## config.mk

```make
export PLATFORM = sky130hd
export DESIGN_NAME = uart_transceiver_param_flat
export DESIGN_NICKNAME = d
export VERILOG_FILES = /design/src/rtl/uart_transceiver_param_pkg.sv /design/src/rtl/uart_transceiver_param_if.sv /design/src/rtl/uart_transceiver_param_baud_gen.sv /design/src/rtl/uart_transceiver_param.sv /design/src/flat_wrapper.sv
export SDC_FILE = /design/constraint.sdc
export NUM_CORES = 1
export LEC_CHECK = 0
export CAP_MARGIN = 15
export CORE_ASPECT_RATIO = 1.4
export CORE_MARGIN = 5
export CORE_UTILIZATION = 50
export CTS_BUF_LIST = sky130_fd_sc_hd__clkbuf_4
export DETAILED_ROUTE_END_ITERATION = 7
export PLACE_DENSITY = 0.73
export SYNTH_ARGS = -nofsm -noshare
export SYNTH_HDL_FRONTEND = slang
export SYNTH_HIERARCHICAL = 1
export SYNTH_SLANG_ARGS = --single-unit
```

## constraint.sdc

```tcl
create_clock -name clk -period 6.5 [get_ports clk]
set_input_delay 0.65 -clock clk [delete_from_list [all_inputs] [get_ports clk]]
set_output_delay 0.65 -clock clk [all_outputs]
set_load 0.05 [all_outputs]
```

## src/rtl/uart_transceiver_param_pkg.sv

```systemverilog
// Shared UART types: parity modes, TX/RX FSM states, baud divider helper.
// Latency: n/a (definitions only).
// Backpressure: n/a.
package uart_pkg;

    localparam int PAR_NONE = 0;
    localparam int PAR_EVEN = 1;
    localparam int PAR_ODD  = 2;

    typedef enum logic [2:0] {
        TX_IDLE,
        TX_START,
        TX_DATA,
        TX_PARITY,
        TX_STOP
    } tx_state_t;

    typedef enum logic [2:0] {
        RX_IDLE,
        RX_START,
        RX_DATA,
        RX_PARITY,
        RX_STOP,
        RX_WAIT_HIGH
    } rx_state_t;

    // Clocks per oversample tick, rounded down and never below one.
    function automatic int baud_div(input int clk_freq, input int baud, input int oversample);
        int d;
        d = clk_freq / (baud * oversample);
        return (d < 1) ? 1 : d;
    endfunction

endpackage

```

## src/rtl/uart_transceiver_param_if.sv

```systemverilog
// Bus-side and line-side signals of the UART transceiver.
// Latency: n/a (wiring only).
// Backpressure: start is only honoured while tx_busy is low.
interface uart_transceiver_param_if #(
    parameter int DATA_BITS = 8
);
    logic                 start;
    logic [DATA_BITS-1:0] data_tx_in;
    logic                 tx_busy;
    logic                 tx_out;
    logic                 rx_in;
    logic                 loopback;
    logic                 ok_data_rx;
    logic [DATA_BITS-1:0] data_rx_out;
    logic                 parity_err;
    logic                 frame_err;

    modport master (
        output start, data_tx_in, rx_in, loopback,
        input  tx_busy, tx_out, ok_data_rx, data_rx_out, parity_err, frame_err
    );

    modport slave (
        input  start, data_tx_in, rx_in, loopback,
        output tx_busy, tx_out, ok_data_rx, data_rx_out, parity_err, frame_err
    );
endinterface

```

## src/rtl/uart_transceiver_param_baud_gen.sv

```systemverilog
// Free-running divider producing a one-clock tick every DIV clocks.
// Latency: first tick DIV clocks after reset release.
// Backpressure: none; tick runs regardless of consumers.
module uart_baud_gen #(
    parameter int DIV = 1
) (
    input  logic clk,
    input  logic rst_n,
    output logic tick
);
    localparam int            CW   = (DIV > 1) ? $clog2(DIV) : 1;
    localparam logic [CW-1:0] LAST = CW'(DIV - 1);

    logic [CW-1:0] cnt;

    // Wrap the counter at DIV-1 so the tick period is exactly DIV clocks.
    always_ff @(posedge clk or negedge rst_n) begin
        if (!rst_n)
            cnt <= '0;
        else if (cnt == LAST)
            cnt <= '0;
        else
            cnt <= cnt + CW'(1);
    end

    assign tick = (cnt == LAST);
endmodule

```

## src/rtl/uart_transceiver_param.sv

```systemverilog
// UART TX + oversampled RX sharing one baud tick; parity, framing check, loopback.
// Latency: TX line moves the edge after acceptance; RX delivers at the first stop-bit sample (+2 clk sync).
// Backpressure: start ignored (not queued) while tx_busy; RX has no stall, each frame overwrites the last.
module uart_transceiver_param
    import uart_pkg::*;
#(
    parameter int CLK_FREQ   = 50_000_000,
    parameter int BAUD       = 9600,
    parameter int DATA_BITS  = 8,
    parameter int PARITY     = 0,
    parameter int STOP_BITS  = 1,
    parameter int OVERSAMPLE = 16
) (
    input  logic                    clk,
    input  logic                    rst_n,
    uart_transceiver_param_if.slave bus
);
    localparam int            DIV       = baud_div(CLK_FREQ, BAUD, OVERSAMPLE);
    localparam int            TW        = $clog2(OVERSAMPLE);
    localparam logic [TW-1:0] TICK_LAST = TW'(OVERSAMPLE - 1);
    localparam logic [TW-1:0] TICK_HALF = TW'(OVERSAMPLE / 2 - 1);
    localparam logic [3:0]    DATA_LAST = 4'(DATA_BITS - 1);
    localparam logic [3:0]    STOP_LAST = 4'(STOP_BITS - 1);
    localparam logic          PAR_EN    = (PARITY != PAR_NONE);
    localparam logic          PAR_INV   = (PARITY == PAR_ODD);

    logic tick;

    uart_baud_gen #(.DIV(DIV)) u_baud (
        .clk   (clk),
        .rst_n (rst_n),
        .tick  (tick)
    );

    // ---------------- transmitter ----------------
    tx_state_t            tx_state, tx_state_nxt;
    logic [DATA_BITS-1:0] tx_shift, tx_shift_nxt;
    logic                 tx_par, tx_par_nxt;
    logic [3:0]           tx_bit, tx_bit_nxt;
    logic [TW-1:0]        tx_tick, tx_tick_nxt;
    logic                 tx_bit_end;
    logic                 tx_line;

    assign tx_bit_end = tick && (tx_tick == TICK_LAST);

    // TX state and datapath registers.
    always_ff @(posedge clk or negedge rst_n) begin
        if (!rst_n) begin
            tx_state <= TX_IDLE;
            tx_shift <= '0;
            tx_par   <= 1'b0;
            tx_bit   <= '0;
            tx_tick  <= '0;
        end else begin
            tx_state <= tx_state_nxt;
            tx_shift <= tx_shift_nxt;
            tx_par   <= tx_par_nxt;
            tx_bit   <= tx_bit_nxt;
            tx_tick  <= tx_tick_nxt;
        end
    end

    // TX sequencing: each bit lasts OVERSAMPLE ticks; acceptance only from IDLE.
    always_comb begin
        tx_state_nxt = tx_state;
        tx_shift_nxt = tx_shift;
        tx_par_nxt   = tx_par;
        tx_bit_nxt   = tx_bit;
        tx_tick_nxt  = tx_tick;
        if (tx_state != TX_IDLE && tick)
            tx_tick_nxt = tx_bit_end ? '0 : tx_tick + TW'(1);
        case (tx_state)
            TX_IDLE: begin
                if (bus.start) begin
                    tx_state_nxt = TX_START;
                    tx_shift_nxt = bus.data_tx_in;
                    tx_par_nxt   = (^bus.data_tx_in) ^ PAR_INV;
                    tx_bit_nxt   = '0;
                    tx_tick_nxt  = '0;
                end
            end
            TX_START: begin
                if (tx_bit_end)
                    tx_state_nxt = TX_DATA;
            end
            TX_DATA: begin
                if (tx_bit_end) begin
                    tx_shift_nxt = tx_shift >> 1;
                    if (tx_bit == DATA_LAST) begin
                        tx_bit_nxt   = '0;
                        tx_state_nxt = PAR_EN ? TX_PARITY : TX_STOP;
                    end else begin
                        tx_bit_nxt = tx_bit + 4'd1;
                    end
                end
            end
            TX_PARITY: begin
                if (tx_bit_end)
                    tx_state_nxt = TX_STOP;
            end
            TX_STOP: begin
                if (tx_bit_end) begin
                    if (tx_bit == STOP_LAST) begin
                        tx_bit_nxt   = '0;
                        tx_state_nxt = TX_IDLE;
                    end else begin
                        tx_bit_nxt = tx_bit + 4'd1;
                    end
                end
            end
            default: tx_state_nxt = TX_IDLE;
        endcase
    end

    // Line level is a pure function of the registered TX state.
    always_comb begin
        tx_line = 1'b1;
        case (tx_state)
            TX_START:  tx_line = 1'b0;
            TX_DATA:   tx_line = tx_shift[0];
            TX_PARITY: tx_line = tx_par;
            default:   tx_line = 1'b1;
        endcase
    end

    assign bus.tx_busy = (tx_state != TX_IDLE);
    assign bus.tx_out  = bus.loopback ? 1'b1 : tx_line;

    // ---------------- receiver ----------------
    logic                 rx_line;
    logic [1:0]           rx_sync;
    logic                 rx_s;
    rx_state_t            rx_state, rx_state_nxt;
    logic [DATA_BITS-1:0] rx_shift, rx_shift_nxt;
    logic                 rx_par, rx_par_nxt;
    logic [3:0]           rx_bit, rx_bit_nxt;
    logic [TW-1:0]        rx_tick, rx_tick_nxt;
    logic [DATA_BITS-1:0] rx_data, rx_data_nxt;
    logic                 rx_perr, rx_perr_nxt;
    logic                 rx_ferr, rx_ferr_nxt;
    logic                 rx_ok, rx_ok_nxt;
    logic                 rx_sample;

    assign rx_line   = bus.loopback ? tx_line : bus.rx_in;
    assign rx_s      = rx_sync[1];
    assign rx_sample = tick && (rx_tick == ((rx_state == RX_START) ? TICK_HALF : TICK_LAST));

    // Two-flop synchroniser; resets to idle-high so reset does not look like a start bit.
    always_ff @(posedge clk or negedge rst_n) begin
        if (!rst_n)
            rx_sync <= 2'b11;
        else
            rx_sync <= {rx_sync[0], rx_line};
    end

    // RX state, shift register and delivered-result registers.
    always_ff @(posedge clk or negedge rst_n) begin
        if (!rst_n) begin
            rx_state <= RX_IDLE;
            rx_shift <= '0;
            rx_par   <= 1'b0;
            rx_bit   <= '0;
            rx_tick  <= '0;
            rx_data  <= '0;
            rx_perr  <= 1'b0;
            rx_ferr  <= 1'b0;
            rx_ok    <= 1'b0;
        end else begin
            rx_state <= rx_state_nxt;
            rx_shift <= rx_shift_nxt;
            rx_par   <= rx_par_nxt;
            rx_bit   <= rx_bit_nxt;
            rx_tick  <= rx_tick_nxt;
            rx_data  <= rx_data_nxt;
            rx_perr  <= rx_perr_nxt;
            rx_ferr  <= rx_ferr_nxt;
            rx_ok    <= rx_ok_nxt;
        end
    end

    // RX sequencing: half-bit to mid-start, then one sample per bit; deliver on first stop sample.
    always_comb begin
        rx_state_nxt = rx_state;
        rx_shift_nxt = rx_shift;
        rx_par_nxt   = rx_par;
        rx_bit_nxt   = rx_bit;
        rx_tick_nxt  = rx_tick;
        rx_data_nxt  = rx_data;
        rx_perr_nxt  = rx_perr;
        rx_ferr_nxt  = rx_ferr;
        rx_ok_nxt    = 1'b0;
        if (tick && (rx_state inside {RX_START, RX_DATA, RX_PARITY, RX_STOP}))
            rx_tick_nxt = rx_sample ? '0 : rx_tick + TW'(1);
        case (rx_state)
            RX_IDLE: begin
                if (tick && !rx_s) begin
                    rx_state_nxt = RX_START;
                    rx_tick_nxt  = '0;
                end
            end
            RX_START: begin
                if (rx_sample) begin
                    // A high line at mid-start is a glitch, not a frame.
                    if (rx_s) begin
                        rx_state_nxt = RX_IDLE;
                    end else begin
                        rx_state_nxt = RX_DATA;
                        rx_bit_nxt   = '0;
                    end
                end
            end
            RX_DATA: begin
                if (rx_sample) begin
                    rx_shift_nxt = {rx_s, rx_shift[DATA_BITS-1:1]};
                    if (rx_bit == DATA_LAST) begin
                        rx_bit_nxt   = '0;
                        rx_state_nxt = PAR_EN ? RX_PARITY : RX_STOP;
                    end else begin
                        rx_bit_nxt = rx_bit + 4'd1;
                    end
                end
            end
            RX_PARITY: begin
                if (rx_sample) begin
                    rx_par_nxt   = rx_s;
                    rx_state_nxt = RX_STOP;
                end
            end
            RX_STOP: begin
                if (rx_sample) begin
                    rx_data_nxt  = rx_shift;
                    rx_perr_nxt  = PAR_EN & (rx_par ^ (^rx_shift) ^ PAR_INV);
                    rx_ferr_nxt  = ~rx_s;
                    rx_ok_nxt    = 1'b1;
                    // A low stop bit may be a break; wait for idle before hunting again.
                    rx_state_nxt = rx_s ? RX_IDLE : RX_WAIT_HIGH;
                end
            end
            RX_WAIT_HIGH: begin
                if (tick && rx_s)
                    rx_state_nxt = RX_IDLE;
            end
            default: rx_state_nxt = RX_IDLE;
        endcase
    end

    assign bus.ok_data_rx  = rx_ok;
    assign bus.data_rx_out = rx_data;
    assign bus.parity_err  = rx_perr;
    assign bus.frame_err   = rx_ferr;
endmodule
```

## src/flat_wrapper.sv

```systemverilog
// flat-port wrapper written by rule: the top's interface ports become plain ports
module uart_transceiver_param_flat import uart_pkg::*;
#(
    parameter int CLK_FREQ   = 50_000_000,
    parameter int BAUD       = 9600,
    parameter int DATA_BITS  = 8,
    parameter int PARITY     = 0,
    parameter int STOP_BITS  = 1,
    parameter int OVERSAMPLE = 16
)
  (clk, rst_n, bus_start, bus_data_tx_in, bus_rx_in, bus_loopback, bus_tx_busy, bus_tx_out, bus_ok_data_rx, bus_data_rx_out, bus_parity_err, bus_frame_err);
  uart_transceiver_param_if #(.DATA_BITS(DATA_BITS)) bus_i ();
  input  logic clk;
  input  logic rst_n;
  input wire logic [$bits(bus_i.start)-1:0] bus_start;
  input wire logic [$bits(bus_i.data_tx_in)-1:0] bus_data_tx_in;
  input wire logic [$bits(bus_i.rx_in)-1:0] bus_rx_in;
  input wire logic [$bits(bus_i.loopback)-1:0] bus_loopback;
  output wire logic [$bits(bus_i.tx_busy)-1:0] bus_tx_busy;
  output wire logic [$bits(bus_i.tx_out)-1:0] bus_tx_out;
  output wire logic [$bits(bus_i.ok_data_rx)-1:0] bus_ok_data_rx;
  output wire logic [$bits(bus_i.data_rx_out)-1:0] bus_data_rx_out;
  output wire logic [$bits(bus_i.parity_err)-1:0] bus_parity_err;
  output wire logic [$bits(bus_i.frame_err)-1:0] bus_frame_err;
  assign bus_i.start = bus_start;
  assign bus_i.data_tx_in = bus_data_tx_in;
  assign bus_i.rx_in = bus_rx_in;
  assign bus_i.loopback = bus_loopback;
  assign bus_tx_busy = bus_i.tx_busy;
  assign bus_tx_out = bus_i.tx_out;
  assign bus_ok_data_rx = bus_i.ok_data_rx;
  assign bus_data_rx_out = bus_i.data_rx_out;
  assign bus_parity_err = bus_i.parity_err;
  assign bus_frame_err = bus_i.frame_err;
  uart_transceiver_param #(.CLK_FREQ(CLK_FREQ), .BAUD(BAUD), .DATA_BITS(DATA_BITS), .PARITY(PARITY), .STOP_BITS(STOP_BITS), .OVERSAMPLE(OVERSAMPLE)) u_core (.clk(clk), .rst_n(rst_n), .bus(bus_i));
endmodule
```

# --- After elaboration in Yosys (flattened, before gate mapping) ---
# Cells that the tools add are included.
totals:
  reg_bits: 60
  wordCells: 120
op_classes:
  n_reduce_logical: 24
  add_sub_neg: 5
  bitwise_logic: 1
  eq_ne: 29
  mux: 47
ops:
  columns: ["operator", "n"]
  rows:
  - ["$mux W4", 18]
  - ["$mux W3", 15]
  - ["$ne A2 B1 Y1 const B", 12]
  - ["$pmux W3 S6", 1]
  - ["$add A4 B1 Y4 const B", 4]
  - ["$mux W8", 2]
  - ["$pmux W8 S2", 1]
  - ["$pmux W3 S5", 1]
  - ["$reduce_and A7 Y1", 2]
  - ["$eq A3 B2 Y1 const B", 4]
  - ["$pmux W4 S3", 1]
  - ["$add A9 B1 Y9 const B", 1]
  - ["$eq A3 B3 Y1 const B", 3]
  - ["$eq A9 B9 Y1 const B", 1]
  - ["$mux W9", 1]
  - ["$eq A4 B3 Y1 const B", 2]
  - ["$pmux W4 S2", 1]
  - ["$reduce_and A4 Y1", 2]
  - ["$reduce_xor A8 Y1", 1]
  - ["$eq A3 B1 Y1 const B", 2]
  - ["$logic_and A1 B1 Y1", 6]
  - ["$logic_not A3 Y1", 2]
  - ["$ne A2 B2 Y1 const B", 3]
  - ["$reduce_and A2 Y1", 3]
  - ["12 further kinds", 17]

# --- Logic depth before layout (Yosys ltp) ---
# Gate-level depths: netlist of the first run.
logic_depth:
  ltp_word: 8
  depth_mapped: 9

# --- Modules after synthesis ---
# Netlist of the first run, hierarchy kept.
by_module_without_submodules:
  columns: ["mod", "seq_area_each_um2", "area_per_inst_um2", "n_inst", "cells_each"]
  rows:
  - ["uart_transceiver_param", 1278.7, 2738.9, 1, 250]
  - ["uart_baud_gen", 225.2, 424.2, 1, 41]

# --- Worst setup path after synthesis of the first run ---
# No wires, ideal clock.
synth_timing:
  path_kind: "flip-flop to flip-flop"
  startpoint: "register u_core.u_baud.cnt[0]"
  endpoint: "register u_core.tx_shift[0]"
  synth_period_minus_slack_ns: 2.262
  path_stages_with_launch: 10
  n_path_buf: 1
  setup_ns: 0.125
  setup_slack_ns: 4.238
  required_time_ns: 6.375
  arrival_time_ns: 2.137
  cell_sequence: "dfrtp_1 -> inv_1 -> ha_1 -> nand4bb_1 -> nor2_1 -> and4_1 -> clkbuf_2 -> mux2i_1 -> nor3_4 -> mux2_2"
synth_between:
  elab_chain_cells: 4
synth_rtl:
  columns: ["item", "line", "text"]
  rows:
  - ["start, declared", "uart_transceiver_param_baud_gen.sv:14", "logic [CW-1:0] cnt;"]
  - ["start signal, assigned", "uart_transceiver_param_baud_gen.sv:23", "cnt <= cnt + CW'(1);"]
  - ["$eq A9 B9 Y1", "uart_transceiver_param_baud_gen.sv:26", "assign tick = (cnt == LAST);"]
  - ["via u_core.tick", "uart_transceiver_param.sv:27", "logic tick;"]
  - ["$logic_and A1 B1 Y1", "uart_transceiver_param.sv:44", "assign tx_bit_end = tick && (tx_tick == TICK_LAST);"]
  - ["$ne A2 B1 Y1 (no source line)", null, null]
  - ["$reduce_and A3 Y1 (no source line)", null, null]
  - ["end signal, assigned", "uart_transceiver_param.sv:56", "tx_shift <= tx_shift_nxt;"]
  - ["end, declared", "uart_transceiver_param.sv:37", "logic [DATA_BITS-1:0] tx_shift, tx_shift_nxt;"]
# The timed path passes the listed nets, and every way through them passes these cells.
# A chain may end at the register's enable or synchronous reset.

# --- Worst setup path in the final report of the first run ---
layout_timing:
  startpoint: "register u_core.tx_state[1]"
  endpoint: "output bus_tx_out"
layout_between:
  elab_chain_cells: 3
  word_cells_on_any_way: 5
  classes_between: "eq/ne (3); mux (2)"
layout_rtl:
  columns: ["item", "line", "text"]
  rows:
  - ["start, declared", "uart_transceiver_param.sv:36", "tx_state_t tx_state, tx_state_nxt;"]
  - ["start signal, assigned", "uart_transceiver_param.sv:55", "tx_state <= tx_state_nxt;"]
  - ["$eq A3 B2 Y1 or $eq A3 B1 Y1 (tied branches)", "uart_transceiver_param.sv:118", "case (tx_state)"]
  - ["$pmux W1 S3 (*)", "uart_transceiver_param.sv:118", null]
  - ["$mux W1 (*)", "uart_transceiver_param.sv:127", "assign bus.tx_out = bus.loopback ? 1'b1 : tx_line;"]
  - ["end, declared", "flat_wrapper.sv:20", "output wire logic [$bits(bus_i.tx_out)-1:0] bus_tx_out;"]
# Every way passes the cells marked *; elsewhere a longest branch is shown, timed or not.

==> results_dict.tcl, run 1 <==
set metrics [dict create \
    outcome "finished clean" \
    ys_async_sr_fraction_pct 100.0 \
    critPathRequiredTime_ns 5.85 \
    grt_pass1_wl_um 9425 \
    yosys_warnings 6 \
    path_buf_inv 1 \
    slew_viol_final 0 \
    worstPathCellList "nand2_1, a22oi_1, or3_1, clkdlybuf4s50_1" \
    core_sq_mm 0.006211 \
    syn_nets 311 \
    netlist_instances 291 \
    grt_overflow 0 \
    syn_area_sq_mm 0.003163 \
    cp_num_cells 4 \
    fin_tns_setup_ns 0 \
    synth.avg_cell_area_sq_um 10.87 \
    synth_ff_type "dfrtp_1" \
    peakVddDrop_uv 155.0 \
    crit_path_start "u_core/tx_state[1]$_DFFE_PN0P_" \
    synth_edf_count 0 \
    synthTopCellsByArea "dfrtp_1 46%, mux2_2 8.2%, mux2_4 3.3%" \
    seqCellArea_sq_mm 0.001504 \
    fillers 534 \
    fin_skew_ns 0.01927 \
    rrSetupSlack_ns 3.80 \
    crit_type "flip-flop to primary output" \
    fp.dieH_um 104.1 \
    clk_latency_ns 0.39 \
    cts_root_buf "clkbuf_4" \
    hold_viol 0 \
    timing.hold.ws_ns 0.3608 \
    cts_max_path_buffers 2 \
    wirelength_um 5481 \
    dieArea_sq_mm 0.008039 \
    worstMarginPinSlew_ns 0.7491 \
    syn_to_final_growth_pct 11.55 \
    routed-via-count 2193 \
    r2r-start "u_core/u_baud/cnt[0]$_DFF_PN0_" \
    initial_core_util_pct 50.93 \
    grt_pass1_vias 2125 \
    hp-class "flip-flop to flip-flop" \
    grt_start_max_net_pins 61 \
    cts_hold_buf 0 \
    cts_tree "yes" \
    fin_crit_sh_pct 45.25 \
    antenna_cells 0 \
    maxCapViolCount 0 \
    numCtsBuffers 9 \
    rsz0062_at_grt "false" \
    synth_commonest_cells "58 x dfrtp_1, 23 x mux2_2, 19 x nand2_1" \
    io-pin-count 26 \
    vias_per_cell 5.609 \
    p_leak_nw 1.553 \
    crit_slowest_cell "clkdlybuf4s50_1" \
    rows 34 \
    power_mw 0.6911 \
    post_cts_buffers 0 \
    r2r_end "u_core/tx_shift[1]$_DFFE_PN0P_" \
    ys_seq_elements 60 \
    dp_hpwl_um 3888 \
    detail_route.drc_violations 0 \
    first_pass_iters 4 \
    worstSetupEndpoint "bus_tx_out" \
    power_density_mw_per_mm2 195.9 \
    ctsResizeCount 0 \
    cts.sinks 60 \
    fin_nets 334 \
    critPathTopFamily "buffers and inverters" \
    grt_use_total_pct 14.23 \
    max_slew_margin_pct 50.06 \
    multiInputGateArea_sq_mm 0.001528 \
    drive_above_1_share_pct 16.93 \
    dr.first_iter.drc_count 150 \
    slowest_delay_ns 0.79 \
    fin_crit_ns 2.942 \
    wl_per_cell_um 14.02 \
    reg2reg_depth 9 \
    h-tree-depth 3 \
    critPathCaptureType "primary output" \
    die_w_um 77.22 \
    max_freq_mhz 340.0 \
    yosys.area.top_type "dfrtp_1" \
    crit_arrival_ns 2.29 \
    synth_cell_type_count 55 \
    setup_viol 0 \
    seq_area_frac_synth_pct 47.55 \
    place.gp.congestion 0.8201 \
    antenna_found_initial 0 \
    clk_pin_slew_ns 0.10 \
    critPathMaxFanout 12 \
    synth.top_cell.area_share_pct 45.89 \
    port_buffers 24 \
    startpoint_type "flip-flop" \
    ant_nets 0 \
    yosysMostFrequentCell "dfrtp_1" \
]
[layout by cell type (no fill, tap or decap), types with 10 or more instances in the layout]
cell type	netlist	routed
nand2_1	19	19
dfrtp_1	58	58
a21oi_1	15	15
clkdlybuf4s50_1	0	23
nor2_1	16	16
mux2_2	23	23
o21ai_0	17	17
nand3_1	10	10
clkbuf_4	0	10
inv_1	11	11
[cell type report]
type	instances	share of cell area (%)
clock buffers	10	2.128
clock inverters	6	0.9220
well taps	72	2.553
repair buffers	27	7.305
flip-flops and latches	60	42.62
multi-input cells	205	43.30
inverters	11	1.170
[cells by family after synthesis]
kind of cell	after synthesis	share of synthesized area, %
other	1	0.1186
XOR/XNOR	17	4.708
AO/OA/AOI/OAI	57	11.55
flip-flops	60	47.55
AND/OR/NAND/NOR	87	15.74
adder cells (fa/ha/maj)	7	2.769
buffers and inverters	26	4.153
multiplexers	36	13.41
[registers in the layout, indices dropped and copies added (netlist names)]
name	flops
u_core/bus.data_rx_out	8
u_core/bus.frame_err	1
u_core/bus.ok_data_rx	1
u_core/rx_bit	4
u_core/rx_shift	8
u_core/rx_state	3
u_core/rx_sync	2
u_core/rx_tick	4
u_core/tx_bit	4
u_core/tx_par	1
u_core/tx_shift	8
u_core/tx_state	3
u_core/tx_tick	4
u_core/u_baud/cnt	9
[metrics by stage]
stage | utilization (%) | setup slack [ns] | cells | instance area, sq um
floorplan | - | 4.238 | 291 | 3163
global placement | 55.08 | 3.714 | 375 | 3421
detailed placement | 55.08 | 3.707 | 375 | 3421
CTS | 56.81 | 3.509 | 391 | 3528
global route | 56.81 | 3.416 | 391 | 3528
finish | 56.81 | 3.558 | 391 | 3528
[layer usage]
metal | share of wire [%] | routed length (um) | vias to the layer above | global-route usage, %
met5 | 0 | 0 | - | 0
met4 | 1.6 | 87 | 0 | 5.528
met3 | 3.1 | 172 | 9 | 4.679
met2 | 52 | 2824 | 28 | 24.10
met1 | 44 | 2396 | 1068 | 16.38
li1 | - | - | 1088 | -
[worst min path at each step]
stage	from	to	slack, ns	depth (start not counted)
2_1_floorplan	rst_n	u_core/bus.data_rx_out[0]$_DFFE_PN0P_	0.35	0
3_3_place_gp	u_core/rx_sync[0]$_DFF_PN1_	u_core/rx_sync[1]$_DFF_PN1_	0.35	0
3_5_place_dp	u_core/rx_sync[0]$_DFF_PN1_	u_core/rx_sync[1]$_DFF_PN1_	0.35	0
4_1_cts	u_core/rx_sync[0]$_DFF_PN1_	u_core/rx_sync[1]$_DFF_PN1_	0.36	0
5_1_grt	u_core/rx_sync[0]$_DFF_PN1_	u_core/rx_sync[1]$_DFF_PN1_	0.37	0
6_report	u_core/rx_sync[0]$_DFF_PN1_	u_core/rx_sync[1]$_DFF_PN1_	0.36	0
[power breakdown]
group          leakage [nW]  total (mW)  internal, mW  switching [mW]
registers             0.794       0.415         0.398          0.0171
logic                 0.702      0.0645        0.0342          0.0303
clock network        0.0573       0.211        0.0790           0.132
total                  1.55       0.691         0.512           0.180
(Power assumes the default switching activity.)
==> run 2: changes to the inputs <==
clock period = 3.04 ns   (was 6.5 ns; I/O delays follow)
==> results_dict.tcl, run 2 (synthesis results as in run 1) <==
set metrics [dict create \
    rrSetupSlack_ns 0.73 \
    layout_setup_ws_ns 0.4365 \
    ant_nets 0 \
    fin_nets 335 \
    place.gp.congestion 0.8131 \
    slew_viol_final 0 \
    internal_power_mw 1.182 \
    fin_skew_ns 0.01088 \
    outcome "finished with violations" \
    max_slew_margin_pct 44.89 \
    layout_commonest_cell "dfrtp_1" \
    hp-class "input port to asynchronous set/reset pin" \
    p_comb_share_pct 8.7 \
    antenna_found_initial 0 \
    crit_arrival_ns 2.30 \
    startpoint_type "flip-flop" \
    critPathMaxFanout 12 \
    clk_pin_slew_ns 0.11 \
    dr.first_iter.drc_count 80 \
    regMostFlops "u_core/u_baud/cnt" \
    p_sw_mw 0.4175 \
    dp.cells 376 \
    routed-via-count 2236 \
    grt_use_total_pct 14.67 \
    fin_tns_setup_ns 0 \
    pwr-share-clk_pct 35.9 \
    core_sq_mm 0.006211 \
    dp_hpwl_um 4031 \
    timing.hold.ws_ns -0.01103 \
    fillers 535 \
    violations "negative hold slack" \
    vias_per_cell 5.704 \
    cts_max_path_buffers 2 \
    sw_frac_of_total_pct 26.10 \
    dr_wl_met2_um 2904 \
    setup_viol 0 \
    wirelength_um 5567 \
    hold_viol 21 \
    wl_per_cell_um 14.20 \
    fin_crit_sh_pct 85.64 \
    cts.sinks 60 \
    critPathRequiredTime_ns 2.74 \
    drive_above_1_share_pct 17.81 \
    worstMarginPinSlew_ns 0.8266 \
    finalNonFillerCells 392 \
    post_cts_buffers 0 \
    p_leak_nw 1.581 \
    dpl_worst_slack_ns 0.7092 \
    rows 34 \
    fin_util_pct 57.49 \
    port_buffers 24 \
    highest_layer "met4" \
    syn_to_final_growth_pct 12.90 \
    clk_latency_ns 0.40 \
    grt_overflow 0 \
    wl_met1_um 2356 \
    first_pass_iters 4 \
    fp.dieH_um 104.1 \
    rsz0062_at_grt "false" \
    grt_pass1_vias 2207 \
    grt_start_max_net_pins 39 \
    ctsResizeCount 0 \
    dieArea_sq_mm 0.008039 \
    fin_crit_ns 2.603 \
    wl_met3_um 173 \
    maxCapViolCount 0 \
    power_density_mw_per_mm2 447.9 \
    h-tree-depth 3 \
    largest_reg_flops 9 \
    max_freq_mhz 384.1 \
    cts_root_buf "clkbuf_4" \
    cts_tree "yes" \
    critPathCaptureType "primary output" \
    die_w_um 77.22 \
    detail_route.drc_violations 0 \
    initial_core_util_pct 50.93 \
    io-pin-count 26 \
    seqPwrFrac_pct 55.4 \
    antenna_cells 0 \
    most-common-layout-cells "58 x dfrtp_1, 23 x clkdlybuf4s50_1, 23 x mux2_2, 19 x nand2_1, 17 x o21ai_0" \
    crit_type "flip-flop to primary output" \
    numCtsBuffers 9 \
    peakVddDrop_uv 310.5 \
    cts_hold_buf 0 \
    grt_pass1_wl_um 9680 \
]
run 2: path summary, 6_finish.rpt:
kind | to | cells past startpoint | startpoint
min in group clk | u_core/rx_sync[1]$_DFF_PN1_ | 0 | u_core/rx_sync[0]$_DFF_PN1_
worst min-delay path | u_core/rx_state[0]$_DFFE_PN0P_ | 1 | rst_n
worst max register to register | u_core/rx_shift[5]$_DFFE_PN0P_ | 8 | u_core/u_baud/cnt[0]$_DFF_PN0_
max in group asynchronous | u_core/tx_shift[0]$_DFFE_PN0P_ | 2 | rst_n
worst min register to register | u_core/rx_sync[1]$_DFF_PN1_ | 0 | u_core/rx_sync[0]$_DFF_PN1_
worst max-delay path | bus_tx_busy | 3 | u_core/tx_state[0]$_DFFE_PN0P_
run 2: layout make-up:
type	instances	area [sq um]	area share, %
clock inverter	7	75.07	2.102
timing repair buffer	28	265.3	7.428
clock buffer	9	67.56	1.892
tap	72	90.09	2.523
sequential	60	1504	42.12
multi-input combinational	205	1528	42.78
inverter	11	41.29	1.156
run 2: per-stage QoR:
step                total power [mW]  area (sq um)
CTS                            1.628          3571
floorplan                     0.9870          3163
global placement               1.041          3428
global route                   1.690          3571
finish                         1.599          3571
detailed placement             1.046          3428
run 2: power by group through the flow:
| stage | clock network (mW) | logic (mW) | registers (mW) |
|---|---|---|---|
| 6_report | 0.574 | 0.139 | 0.886 |
| 5_1_grt | 0.637 | 0.158 | 0.895 |
| 3_3_place_gp | 0 | 0.139 | 0.902 |
| 3_5_place_dp | 0 | 0.143 | 0.903 |
| 4_1_cts | 0.598 | 0.143 | 0.887 |
| 2_1_floorplan | 0 | 0.100 | 0.887 |
run 2: layer usage:
| layer | GRT usage [%] | up-vias |
|---|---|---|
| met2 | 24.64 | 34 |
| li1 | - | 1092 |
| met5 | 0 | - |
| met3 | 3.640 | 12 |
| met1 | 17.09 | 1098 |
| met4 | 7.371 | 0 |
run 2: critical path: stages (launching register included):
cell and delay [ns]:
dfrtp_1 0.54, nor3_2 0.43, inv_1 0.19, clkdlybuf4s50_1 0.74
